**src/rtl/imm_gen_if.sv**
```systemverilog
// Valid/ready stream bundle for the immediate generator: instruction in, decoded immediate out.
// slave is the generator's view, master is the fetch/consumer side.
interface imm_gen_if #(
  parameter int XLEN  = 64,
  parameter int FMT_W = 3
);
  logic             in_valid;
  logic             in_ready;
  logic [31:0]      in_instr;
  logic             out_valid;
  logic             out_ready;
  logic [XLEN-1:0]  out_imm;
  logic [FMT_W-1:0] out_fmt;
  logic [31:0]      out_instr;

  modport slave (
    input  in_valid, in_instr, out_ready,
    output in_ready, out_valid, out_imm, out_fmt, out_instr
  );

  modport master (
    output in_valid, in_instr, out_ready,
    input  in_ready, out_valid, out_imm, out_fmt, out_instr
  );
endinterface

```
**src/rtl/imm_gen_pipe.sv**
```systemverilog
// Pipelined RISC-V immediate generator with a 2-entry skid buffer (head + skid registers).
// Optional macro IMM_GEN_CSR_EN enables the CSR-immediate format (CSRR*I zimm).
module imm_gen_pipe #(
  parameter int XLEN  = 64,
  parameter int FMT_W = 3
) (
  input logic        clk,
  input logic        rst,
  input logic        flush,
  imm_gen_if.slave   bus
);

  generate
    if (XLEN != 32 && XLEN != 64) begin : g_bad_xlen
      $error("imm_gen_pipe: XLEN must be 32 or 64");
    end
  endgenerate

  localparam logic [FMT_W-1:0] FMT_NONE = FMT_W'(0);
  localparam logic [FMT_W-1:0] FMT_I    = FMT_W'(1);
  localparam logic [FMT_W-1:0] FMT_S    = FMT_W'(2);
  localparam logic [FMT_W-1:0] FMT_B    = FMT_W'(3);
  localparam logic [FMT_W-1:0] FMT_U    = FMT_W'(4);
  localparam logic [FMT_W-1:0] FMT_J    = FMT_W'(5);
`ifdef IMM_GEN_CSR_EN
  localparam logic [FMT_W-1:0] FMT_CSR  = FMT_W'(6);
`endif

  typedef enum logic [1:0] {EMPTY, ONE, TWO} occ_e;

  occ_e             state, state_nxt;
  logic             in_ready_q;
  logic             out_valid;
  logic             push, pop;
  logic             load_head, load_skid, head_from_skid;

  logic [63:0]      imm64;
  logic [XLEN-1:0]  dec_imm;
  logic [FMT_W-1:0] dec_fmt;

  logic [XLEN-1:0]  head_imm,   skid_imm;
  logic [FMT_W-1:0] head_fmt,   skid_fmt;
  logic [31:0]      head_instr, skid_instr;

  // Decode is built at 64 bits and truncated, so XLEN=32 needs no zero-width replication.
  always_comb begin
    // NOTE: every always_comb output gets a default first so no path infers a latch.
    imm64   = '0;
    dec_fmt = FMT_NONE;
    case (bus.in_instr[6:0])
      7'b0010011, 7'b0000011, 7'b1100111: begin
        imm64   = {{52{bus.in_instr[31]}}, bus.in_instr[31:20]};
        dec_fmt = FMT_I;
      end
      7'b0011011: begin
        if (XLEN == 64) begin
          imm64   = {{52{bus.in_instr[31]}}, bus.in_instr[31:20]};
          dec_fmt = FMT_I;
        end
      end
      7'b0100011: begin
        imm64   = {{52{bus.in_instr[31]}}, bus.in_instr[31:25], bus.in_instr[11:7]};
        dec_fmt = FMT_S;
      end
      7'b1100011: begin
        imm64   = {{51{bus.in_instr[31]}}, bus.in_instr[31], bus.in_instr[7],
                   bus.in_instr[30:25], bus.in_instr[11:8], 1'b0};
        dec_fmt = FMT_B;
      end
      7'b0110111, 7'b0010111: begin
        imm64   = {{32{bus.in_instr[31]}}, bus.in_instr[31:12], 12'b0};
        dec_fmt = FMT_U;
      end
      7'b1101111: begin
        imm64   = {{43{bus.in_instr[31]}}, bus.in_instr[31], bus.in_instr[19:12],
                   bus.in_instr[20], bus.in_instr[30:21], 1'b0};
        dec_fmt = FMT_J;
      end
`ifdef IMM_GEN_CSR_EN
      7'b1110011: begin
        if (bus.in_instr[14]) begin
          imm64   = {59'b0, bus.in_instr[19:15]};
          dec_fmt = FMT_CSR;
        end
      end
`endif
      default: ;
    endcase
  end

  assign dec_imm   = imm64[XLEN-1:0];
  assign out_valid = (state != EMPTY);
  assign push      = bus.in_valid && in_ready_q;
  assign pop       = out_valid && bus.out_ready;

  always_ff @(posedge clk) begin
    // NOTE: sequential state uses non-blocking assignments so every flop samples pre-edge values.
    if (rst) begin
      state      <= EMPTY;
      in_ready_q <= 1'b1;
    end else begin
      state      <= state_nxt;
      in_ready_q <= (state_nxt != TWO);
    end
  end

  always_comb begin
    state_nxt = state;
    if (flush) begin
      state_nxt = EMPTY;
    end else begin
      case (state)
        EMPTY:   if (push) state_nxt = ONE;
        ONE: begin
          if (push && !pop)      state_nxt = TWO;
          else if (pop && !push) state_nxt = EMPTY;
        end
        TWO:     if (pop) state_nxt = ONE;
        default: state_nxt = EMPTY;
      endcase
    end
  end

  // Datapath steering: a push lands in head when head is free (or leaving), else in skid.
  always_comb begin
    load_head      = 1'b0;
    load_skid      = 1'b0;
    head_from_skid = 1'b0;
    if (!flush) begin
      case (state)
        EMPTY: load_head = push;
        ONE: begin
          load_head = push && pop;
          load_skid = push && !pop;
        end
        TWO:     head_from_skid = pop;
        default: ;
      endcase
    end
  end

  always_ff @(posedge clk) begin
    if (rst) begin
      head_imm   <= '0;
      head_fmt   <= FMT_NONE;
      head_instr <= '0;
    end else if (load_head) begin
      head_imm   <= dec_imm;
      head_fmt   <= dec_fmt;
      head_instr <= bus.in_instr;
    end else if (head_from_skid) begin
      head_imm   <= skid_imm;
      head_fmt   <= skid_fmt;
      head_instr <= skid_instr;
    end
  end

  // NOTE: skid storage is not reset; it is only read after being written while state is TWO.
  always_ff @(posedge clk) begin
    if (load_skid) begin
      skid_imm   <= dec_imm;
      skid_fmt   <= dec_fmt;
      skid_instr <= bus.in_instr;
    end
  end

  assign bus.in_ready  = in_ready_q;
  assign bus.out_valid = out_valid;
  assign bus.out_imm   = head_imm;
  assign bus.out_fmt   = head_fmt;
  assign bus.out_instr = head_instr;

endmodule

```
**src/flat_wrapper.sv**
```systemverilog
// flat-port wrapper written by rule: the top's interface ports become plain ports
module imm_gen_pipe_flat 
#(
  parameter int XLEN  = 64,
  parameter int FMT_W = 3
)
  (clk, rst, flush, bus_in_valid, bus_in_instr, bus_out_ready, bus_in_ready, bus_out_valid, bus_out_imm, bus_out_fmt, bus_out_instr);
  imm_gen_if #(.XLEN(XLEN), .FMT_W(FMT_W)) bus_i ();
  input logic clk;
  input logic rst;
  input logic flush;
  input wire logic [$bits(bus_i.in_valid)-1:0] bus_in_valid;
  input wire logic [$bits(bus_i.in_instr)-1:0] bus_in_instr;
  input wire logic [$bits(bus_i.out_ready)-1:0] bus_out_ready;
  output wire logic [$bits(bus_i.in_ready)-1:0] bus_in_ready;
  output wire logic [$bits(bus_i.out_valid)-1:0] bus_out_valid;
  output wire logic [$bits(bus_i.out_imm)-1:0] bus_out_imm;
  output wire logic [$bits(bus_i.out_fmt)-1:0] bus_out_fmt;
  output wire logic [$bits(bus_i.out_instr)-1:0] bus_out_instr;
  assign bus_i.in_valid = bus_in_valid;
  assign bus_i.in_instr = bus_in_instr;
  assign bus_i.out_ready = bus_out_ready;
  assign bus_in_ready = bus_i.in_ready;
  assign bus_out_valid = bus_i.out_valid;
  assign bus_out_imm = bus_i.out_imm;
  assign bus_out_fmt = bus_i.out_fmt;
  assign bus_out_instr = bus_i.out_instr;
  imm_gen_pipe #(.XLEN(XLEN), .FMT_W(FMT_W)) u_core (.clk(clk), .rst(rst), .flush(flush), .bus(bus_i));
endmodule
```
**config.mk**
```make
export PLATFORM = sky130hd
export DESIGN_NAME = imm_gen_pipe_flat
export DESIGN_NICKNAME = d
export VERILOG_FILES = /design/src/rtl/imm_gen_if.sv /design/src/rtl/imm_gen_pipe.sv /design/src/flat_wrapper.sv
export SDC_FILE = /design/constraint.sdc
export NUM_CORES = 1
export LEC_CHECK = 0
export CORE_MARGIN = 2
export CORE_UTILIZATION = 25
export DETAILED_ROUTE_END_ITERATION = 8
export GPL_ROUTABILITY_DRIVEN = 1
export MAX_ROUTING_LAYER = met4
export SLEW_MARGIN = 20
export SYNTH_ARGS = -nofsm -noshare
export SYNTH_HDL_FRONTEND = slang
export SYNTH_SLANG_ARGS = --single-unit
export TNS_END_PERCENT = 5
```
**constraint.sdc**
```tcl
create_clock -name clk -period 4.2 [get_ports clk]
set_clock_uncertainty 0.05 [all_clocks]
set_input_delay 0.63 -clock clk [delete_from_list [all_inputs] [get_ports clk]]
set_output_delay 0.63 -clock clk [all_outputs]
set_load 0.01 [all_outputs]
```
==> results.txt, run 1 <==
Setup CP Type = register to primary output
DIE HEIGHT = 158 um
Cell Pwr Density = 418 mW/mm^2
LEAKAGE = 2.72 nW
Worst Setup End Kind = primary output
Synthesis-stage register bit count = 137
Largest cells by area after synthesis = edfxtp_1 34%, dfxtp_1 24%, a211oi_1 5.8%
YS warnings = 0
Core Rows = 56
Worst IR Drop VDD = 0.000241 V
Final nets = 655
Postcts setup bufs = 0
Highest Clock Rate = 0.362 GHz
Worst path cell trace = clkdlybuf4s50_1
Critical path depth in cells = 1
First DRT Iteration DRCs = 208
DRC violation count after routing = 0
Largest net degree at the start of global routing = 68
Post-Route WL = 15.3 mm
Syn nets = 561
CP bufs+invs = 1
Worst Hold Depth = 2
Least-Margin Pin Slew = 0.980 ns
CTS tree = built
CTS Buf Count = 17
Initial cell density of the core = 25.4%
Total Neg Setup Slack = 0 ns
Fin crit period = 2.77 ns
Die Wd = 158 um
DIE AREA = 0.0251 mm^2
RSZ-0062 raised after global routing = no
Ratio of cells with drive above 1 in the final layout = 9.67%
Slew Limit Fails = 0
DR vias/cell = 4.54
Reg2Reg Depth = 5
CP Max Fanout = 34
Worst hold path class = register to register
Bufs on Longest Clock Path = 2
Initial antenna violation count = 0
Final period utilization = 65.8%
CTS root buf = clkbuf_16
Post-cts resize count = 0
Largest delay contributor family on the critical path = flip-flops
Synth top area share = 33.8%
PortBufs = 137
Total Power = 3.35 mW
Via count = 4,310
Final hold viol count = 0
GPL Wtd Cong = 0.725
Antenna Nets Post-Route = 0
Synth Cell Area = 0.00596 mm^2
Cts hold-fix bufs = 0
Crit path DAT = 2.09 ns
Place WS = 1.24 ns
Req. time, crit path = 3.52 ns
Post-DP HPWL = 9.98 mm
First-pass GRT wire length = 23.2 mm
Status = finished clean
First-pass iteration count of the detailed router = 4
R2r setup slk = 2.26 ns
Worst-path clk slew = 0.06 ns
Area leader, netlist = edfxtp_1
Worst skew pair latency = 0.41 ns
Core area = 0.0234 mm^2
Remaining Overflow, GRT = 0
Number of global-route vias before repair = 3,964
Worst hold slack = 0.405 ns
Min setup slack post-route = 1.43 ns
CP peak stage delay = 0.96 ns
Mean Syn Cell Area = 11.4 um^2
Slew margin rel. = 34.6%
Max-cap violations = 0
Ant diodes = 0
Mapped Cells = 524
H-tree level count = 4
Startpoint Class = register
Seq/Total Area, Yosys = 57.3%
Syn-to-layout area delta = 34.4%
Boundary pin count = 138
GRT Util Overall = 12.7%
Netlist cell types = 47
Crit path max-delay cell type = dfxtp_1
Number of fill cells = 2,371
Final Core Density = 34.2%
Wire per inst = 16.1 um
Final Setup Violations = 0
# clock sinks = 137
==> cell type report <==
class	instances	area (um^2)	share of cell area (%)
clock inverters	14	173	2.16
clock buffers	18	429	5.36
inverters	1	3.75	0.0469
repair buffers	145	1460	18.3
well taps	319	399	4.99
multi-input cells	316	2120	26.5
flip-flops and latches	137	3410	42.7
==> Yosys cell counts, drive strengths merged <==
master and count:
and4bb 2, nor3 9, or4 1, buf 52, o31ai 1, or3 2, dfxtp 70, o21ai 8
mux2i 29, a311oi 25, nor2b 30, or2 2, o21a 3, inv 1, o21bai 1, and2 7
or3b 1, o211ai 1, nand3 3, nor2 25, a21oi 22, nand2 66, o21ba 1, a2111oi 1
and3 1, edfxtp 67, clkbuf 18, nor4 4, a22oi 14, a211oi 46, a31o 6, nand2b 4
nand4b 1
==> power by group <==
part	leakage [nW]	total, mW	internal, mW	switching [mW]
logic	1.19	0.351	0.180	0.171
registers	1.25	1.47	1.44	0.0267
clock network	0.281	1.53	0.937	0.593
==> cells by family (layout without fill, tap and decap cells) <==
logic type             count (synthesis)  count (layout)  synth area share, %
and+or+nand+nor                      158             158                 13.7
AOI/OAI and AO/OA                    129             129                 16.8
DFF                                  137             137                 57.3
muxes                                 29              29                 4.87
buffers and inverters                 71             178                 7.33
==> layer usage <==
| layer | global-route usage, % | wire length (um) |
|---|---|---|
| met5 | - | 0 |
| met4 | 4.12 | 207 |
| met3 | 3.67 | 950 |
| met2 | 18.6 | 6730 |
| met1 | 16.8 | 7440 |
==> stage by stage <==
step | cells | cell area [um^2]
after global placement | 918 | 7400
after CTS | 950 | 8000
after detailed placement | 918 | 7400
after floorplan | 524 | 5960
final | 950 | 8000
after global routing | 950 | 8000
==> sequential cells by signal (all words and copies together), names as in the netlist <==
signal and cells:
u_core.bus.out_fmt 3, u_core.bus.in_ready 1, u_core.skid_imm 32, u_core.bus.out_imm 32, u_core.bus.out_instr 32, u_core.skid_instr 32
u_core.state 2, u_core.skid_fmt 3
==> worst register-to-register path, cell delays in order, from the launching register on <==
cell      delay [ns]
dfxtp_1         0.35
and4bb_2        0.37
and2_2          0.37
buf_12          0.30
a211oi_1        0.14
a311oi_1        0.26
==> cells in the final DEF, fill, tap and decap left out, types with 7 or more instances in the layout <==
master,n
clkdlybuf4s50_1,136
dfxtp_1,70
edfxtp_1,67
nand2_1,64
a211oi_1,46
nor2b_1,29
mux2i_1,29
nor2_1,24
a311oi_1,23
a21oi_1,20
clkbuf_16,17
a22oi_1,14
nor3_1,9
o21ai_0,7
==> final timing paths <==
check | start | end
worst max-delay path | u_core.bus.out_imm[62] | bus_out_imm[34]
worst min-delay path | u_core.bus.out_instr[27] | u_core.bus.out_instr[27]
worst max register to register | u_core.state[1] | u_core.bus.out_imm[3]
worst min register to register | u_core.bus.out_instr[27] | u_core.bus.out_instr[27]
No activity file was read; power rests on OpenSTA's default activity.
==> run 2: changes to the inputs <==
- clock period: 4.2 -> 2.7 ns (I/O delays scaled with it)
==> results.txt, run 2 (synthesized netlist as in run 1, its figures left out) <==
LEAKAGE = 2.82 nW (+3.5%)
Highest Clock Rate = 0.479 GHz
Number of global-route vias before repair = 4,066 (+2.6%)
Core area = 0.0234 mm^2 (unchanged)
Reg2reg start = u_core.state[1]
DIE HEIGHT = 158 um (unchanged)
First-pass iteration count of the detailed router = 4 (unchanged)
Crit path max-delay cell type = clkdlybuf4s50_1
# clock sinks = 137 (unchanged)
Largest delay contributor family on the critical path = buffers and inverters
Ratio of cells with drive above 1 in the final layout = 11.4% (+1.7 points)
First-pass GRT wire length = 23.9 mm (+3.2%)
Post-Route WL = 15.6 mm (+2.1%)
Status = finished clean
DR vias/cell = 4.57 (+0.82%)
Worst-path clk slew = 0.06 ns (about the same)
Setup CP Type = register to primary output
CTS tree = built
Critical path depth in cells = 2 (+1)
Most frequent cells in the layout = 136 x clkdlybuf4s50_1, 70 x dfxtp_1, 67 x edfxtp_1, 64 x nand2_1, 46 x a211oi_1
RSZ-0062 raised after global routing = no
GRT Util Overall = 13.1% (+0.43 points)
CP peak stage delay = 0.59 ns (-0.37 ns)
Initial cell density of the core = 25.4% (unchanged)
Commonest non-fill, non-tap cell in the layout = clkdlybuf4s50_1
First DRT Iteration DRCs = 225 (+8.2%)
Total Neg Setup Slack = 0 ns (unchanged)
Remaining Overflow, GRT = 0 (unchanged)
Worst skew pair latency = 0.42 ns (about the same)
GPL Wtd Cong = 0.752 (+3.7%)
H-tree level count = 4 (unchanged)
Worst IR Drop VDD = 0.000376 V (+56%)
DRC violation count after routing = 0 (unchanged)
Critical Path Source = u_core.bus.out_imm[62]
Total Power = 5.25 mW (+57%)
PortBufs = 137 (unchanged)
Worst Hold Depth = 2 (unchanged)
Least-Margin Pin Slew = 0.843 ns (-0.137 ns)
Final hold viol count = 0 (unchanged)
Cell Pwr Density = 643 mW/mm^2 (+54%)
Slew Limit Fails = 0 (unchanged)
Post-cts resize count = 0 (unchanged)
Syn-to-layout area delta = 37.0%
Postcts setup bufs = 0 (unchanged)
Worst Setup End Kind = primary output
DIE AREA = 0.0251 mm^2 (unchanged)
Fin crit period = 2.09 ns
Antenna Nets Post-Route = 0 (unchanged)
Final period utilization = 77.3%
Worst setup path end = bus_out_imm[35]
Initial antenna violation count = 0 (unchanged)
Max-cap violations = 0 (unchanged)
Post-DP HPWL = 10.3 mm (+3.6%)
Reg2reg end = u_core.bus.out_imm[17]
CP bufs+invs = 2 (+1)
Slew margin rel. = 43.8% (+9.2 points)
Ant diodes = 0 (unchanged)
Bufs on Longest Clock Path = 2 (unchanged)
Via count = 4,391 (+1.9%)
CP Max Fanout = 33 (-2.9%)
Final Setup Violations = 0 (unchanged)
Cts hold-fix bufs = 0 (unchanged)
Reg2Reg Depth = 5 (unchanged)
Worst hold path class = register to register
CTS root buf = clkbuf_16
Startpoint Class = register
Largest net degree at the start of global routing = 57 (-16%)
Final nets = 665 (+1.5%)
CTS Buf Count = 17 (unchanged)
Core Rows = 56 (unchanged)
Die Wd = 158 um (unchanged)
Worst path cell trace = buf_4 > clkdlybuf4s50_1
R2r setup slk = 0.86 ns (-1.40 ns)
Req. time, crit path = 2.25 ns (-1.27 ns)
Wire per inst = 16.3 um (+0.99%)
Boundary pin count = 138 (unchanged)
Crit path DAT = 1.63 ns (-0.46 ns)
run 2: changes by cell type in the layout (fill, tap and decap cells not counted), moves of 2 or more:
cell / before / now
buf_4: 5 / 9
clkinv_2: 1 / 3
buf_12: 3 / 9
inv_6: 3 / 1
clkinv_4: 2 / 5
clkinvlp_4: 4 / 1
run 2: final cells by class:
| cell class | instances | area, um^2 |
|---|---|---|
| Fill cell | 2391 | 15200 |
| Clock buffer | 18 | 439 |
| Timing Repair Buffer | 155 | 1610 |
| Multi-Input combinational cell | 316 | 2120 |
| Tap cell | 319 | 399 |
| Clock inverter | 14 | 171 |
| Sequential cell | 137 | 3410 |
| Inverter | 1 | 3.75 |
run 2: worst min-delay path by stage:
stage | startpoint | to
global placement | u_core.bus.out_instr[26] | u_core.bus.out_instr[26]
global route | u_core.bus.out_instr[27] | u_core.bus.out_instr[27]
floorplan | u_core.bus.out_instr[0] | u_core.bus.out_instr[0]
detailed placement | u_core.bus.out_instr[27] | u_core.bus.out_instr[27]
finish | u_core.bus.out_instr[27] | u_core.bus.out_instr[27]
CTS | u_core.bus.out_instr[27] | u_core.bus.out_instr[27]
run 2: routing by layer:
metal | vias up | routed length, um | GRT usage, %
met2 | 133 | 6770 | 18.6
met5 | - | 0 | -
li1 | 2125 | - | -
met3 | 20 | 1080 | 3.48
met1 | 2113 | 7520 | 17.9
met4 | 0 | 266 | 4.63
run 2: where the power goes:
| group | switching (mW) | internal [mW] |
|---|---|---|
| clock network | 0.924 | 1.48 |
| registers | 0.0339 | 2.24 |
| logic | 0.277 | 0.294 |
| total | 1.23 | 4.01 |
run 2: metrics by stage:
step,worst slack (ns),utilization [%],hold WS [ns],std cells,cell area (um^2)
finish,0.614,34.9,0.402,960,8160
global placement,0.271,32.3,0.397,928,7550
CTS,0.564,34.9,0.407,960,8160
floorplan,0.446,-,0.431,524,5960
global route,0.493,34.9,0.428,960,8160
detailed placement,0.187,32.3,0.398,928,7550
run 2: worst reg2reg max path: stages (launching register included):
cell      delay [ns]
dfxtp_1         0.35
and4bb_2        0.36
and2_2          0.37
buf_12          0.24
a211oi_1        0.08
a311oi_1        0.28
==> run 3: changes to the inputs <==
- clock period: 2.7 -> 2.1 ns (I/O delays scaled with it)
==> results.txt, run 3 (synthesized netlist as in run 1, its figures left out) <==
Status = finished clean
Placed cell areas = 0.00784 mm^2 (+3.9%)
Remaining Overflow, GRT = 0 (unchanged)
Place WS = -0.164 ns (-0.351 ns)
Reg2reg end = u_core.bus.out_imm[17]
Dpl cells = 957 (+3.1%)
Final nets = 694 (+4.4%)
DIE HEIGHT = 158 um (unchanged)
Total Neg Setup Slack = 0 ns (unchanged)
R2r setup slk = 0.43 ns (-0.43 ns)
Antenna Nets Post-Route = 0 (unchanged)
Final Setup Violations = 0 (unchanged)
CP peak stage delay = 0.55 ns (-0.04 ns)
Syn-to-layout area delta = 41.5%
Sequential Area = 0.00342 mm^2 (about the same)
LEAKAGE = 2.95 nW (+4.8%)
First DRT Iteration DRCs = 266 (+18%)
Reg2reg start = u_core.state[1]
Reg2Reg Depth = 5 (unchanged)
Setup CP Type = input port to register
Slew Limit Fails = 0 (unchanged)
CP Max Fanout = 10 (-70%)
First-pass iteration count of the detailed router = 4 (unchanged)
Slew margin rel. = 67.3% (+24 points)
DR vias/cell = 4.45 (-2.8%)
CTS tree = built
Most frequent cells in the layout = 136 x clkdlybuf4s50_1, 68 x dfxtp_1, 67 x edfxtp_1, 65 x nand2_1, 46 x a211oi_1
Multi-input logic area = 0.00212 mm^2 (-0.12%)
Core area = 0.0234 mm^2 (unchanged)
Worst IR Drop VDD = 0.000393 V (+4.6%)
H-tree level count = 4 (unchanged)
Total Power = 6.62 mW (+26%)
Die Wd = 158 um (unchanged)
Worst hold path class = input port to register
Cts hold-fix bufs = 0 (unchanged)
Post-DP HPWL = 10.9 mm (+5.1%)
Boundary pin count = 138 (unchanged)
Wire per inst = 15.8 um (-3.1%)
Initial antenna violation count = 1 (+1)
RSZ-0062 raised after global routing = no
Number of fill cells = 2,316 (-3.1%)
Via count = 4,403 (+0.27%)
Max-cap violations = 0 (unchanged)
Initial cell density of the core = 25.4% (unchanged)
Final non-filler cell area = 0.00843 mm^2 (+3.2%)
Number of global-route vias before repair = 4,235 (+4.2%)
PortBufs = 137 (unchanged)
Min setup slack post-route = 0.174 ns (-0.440 ns)
Post-cts resize count = 0 (unchanged)
GPL Wtd Cong = 0.824 (+9.6%)
First-pass GRT wire length = 24.1 mm (+0.46%)
Req. time, crit path = 2.35 ns (+0.10 ns)
CTS Buf Count = 17 (unchanged)
# clock sinks = 137 (unchanged)
Bufs on Longest Clock Path = 2 (unchanged)
DIE AREA = 0.0251 mm^2 (unchanged)
Final period utilization = 91.7%
Startpoint Class = input port
Crit path DAT = 2.18 ns (+0.55 ns)
Crit path max-delay cell type = clkdlybuf4s50_1
Ratio of cells with drive above 1 in the final layout = 15.1% (+3.7 points)
Worst-path clk slew = 0.06 ns (about the same)
Critical Path Source = bus_in_instr[3]
Final Non-Filler Cells = 990 (+3.1%)
GRT Util Overall = 12.9% (-0.18 points)
Worst Setup End Kind = register
Highest Clock Rate = 0.519 GHz
Final Core Density = 36.0% (+1.1 points)
Fin crit period = 1.93 ns
Worst hold slack = 0.148 ns (-0.254 ns)
DRC violation count after routing = 0 (unchanged)
Final hold viol count = 0 (unchanged)
Post-Route WL = 15.6 mm (about the same)
Largest net degree at the start of global routing = 45 (-21%)
Postcts setup bufs = 0 (unchanged)
Worst skew pair latency = 0.41 ns (about the same)
Worst setup path end = u_core.bus.out_imm[17]
Worst path cell trace = clkdlybuf4s50_1 > buf_4 > or3b_4 > a21oi_4 > buf_12 > nand2_1 > a311oi_1
Core Rows = 56 (unchanged)
Least-Margin Pin Slew = 0.488 ns (-0.355 ns)
CTS root buf = clkbuf_16
Cell Pwr Density = 786 mW/mm^2 (+22%)
Commonest non-fill, non-tap cell in the layout = clkdlybuf4s50_1
==> run 3: cell count changes in the layout (fill, tap and decap cells not counted), sizes merged <==
cell      previous run  this run
buf                 19        48
bufinv               3         2
clkbuf              18        19
clkinv               8         3
clkinvlp             1         4
diode                0         1
inv                  3         5
==> run 3: power by group <==
part	internal, mW	switching [mW]
Clock	1.76	1.17
Combinational	0.409	0.363
Sequential	2.88	0.0453
==> run 3: worst min path at each step <==
stage | start | to | slack, ns | cells past startpoint
after CTS | rst | u_core.state[1] | 0.13 | 2
final | rst | u_core.state[1] | 0.15 | 2
after detailed placement | u_core.bus.out_instr[26] | u_core.bus.out_instr[26] | 0.40 | 2
after global placement | u_core.bus.out_instr[15] | u_core.bus.out_instr[15] | 0.39 | 2
after global routing | rst | u_core.state[1] | 0.15 | 2
after floorplan | bus_out_ready | u_core.state[1] | 0.34 | 1
==> run 3: metal layers <==
layer  part of all wire (%)  GRT usage (%)
met4                    1.1           3.69
met5                      0              -
met1                     48           16.8
met3                    5.3           3.46
met2                     46           19.8
==> run 3: final cells by class <==
type	count	share of cell area (%)
Sequential cell	137	40.5
Multi-Input combinational cell	316	25.1
Timing Repair Buffer	184	22.7
Clock buffer	19	5.14
Tap cell	319	4.74
Clock inverter	13	1.71
Inverter	1	0.0445
Antenna cell	1	0.0297
==> run 3: worst max-delay path: cells and delay by family <==
family | cells | cell delay (ns)
and+or+nand+nor | 2 | 0.47
buffers and inverters | 3 | 0.93
AOI/OAI and AO/OA | 2 | 0.46
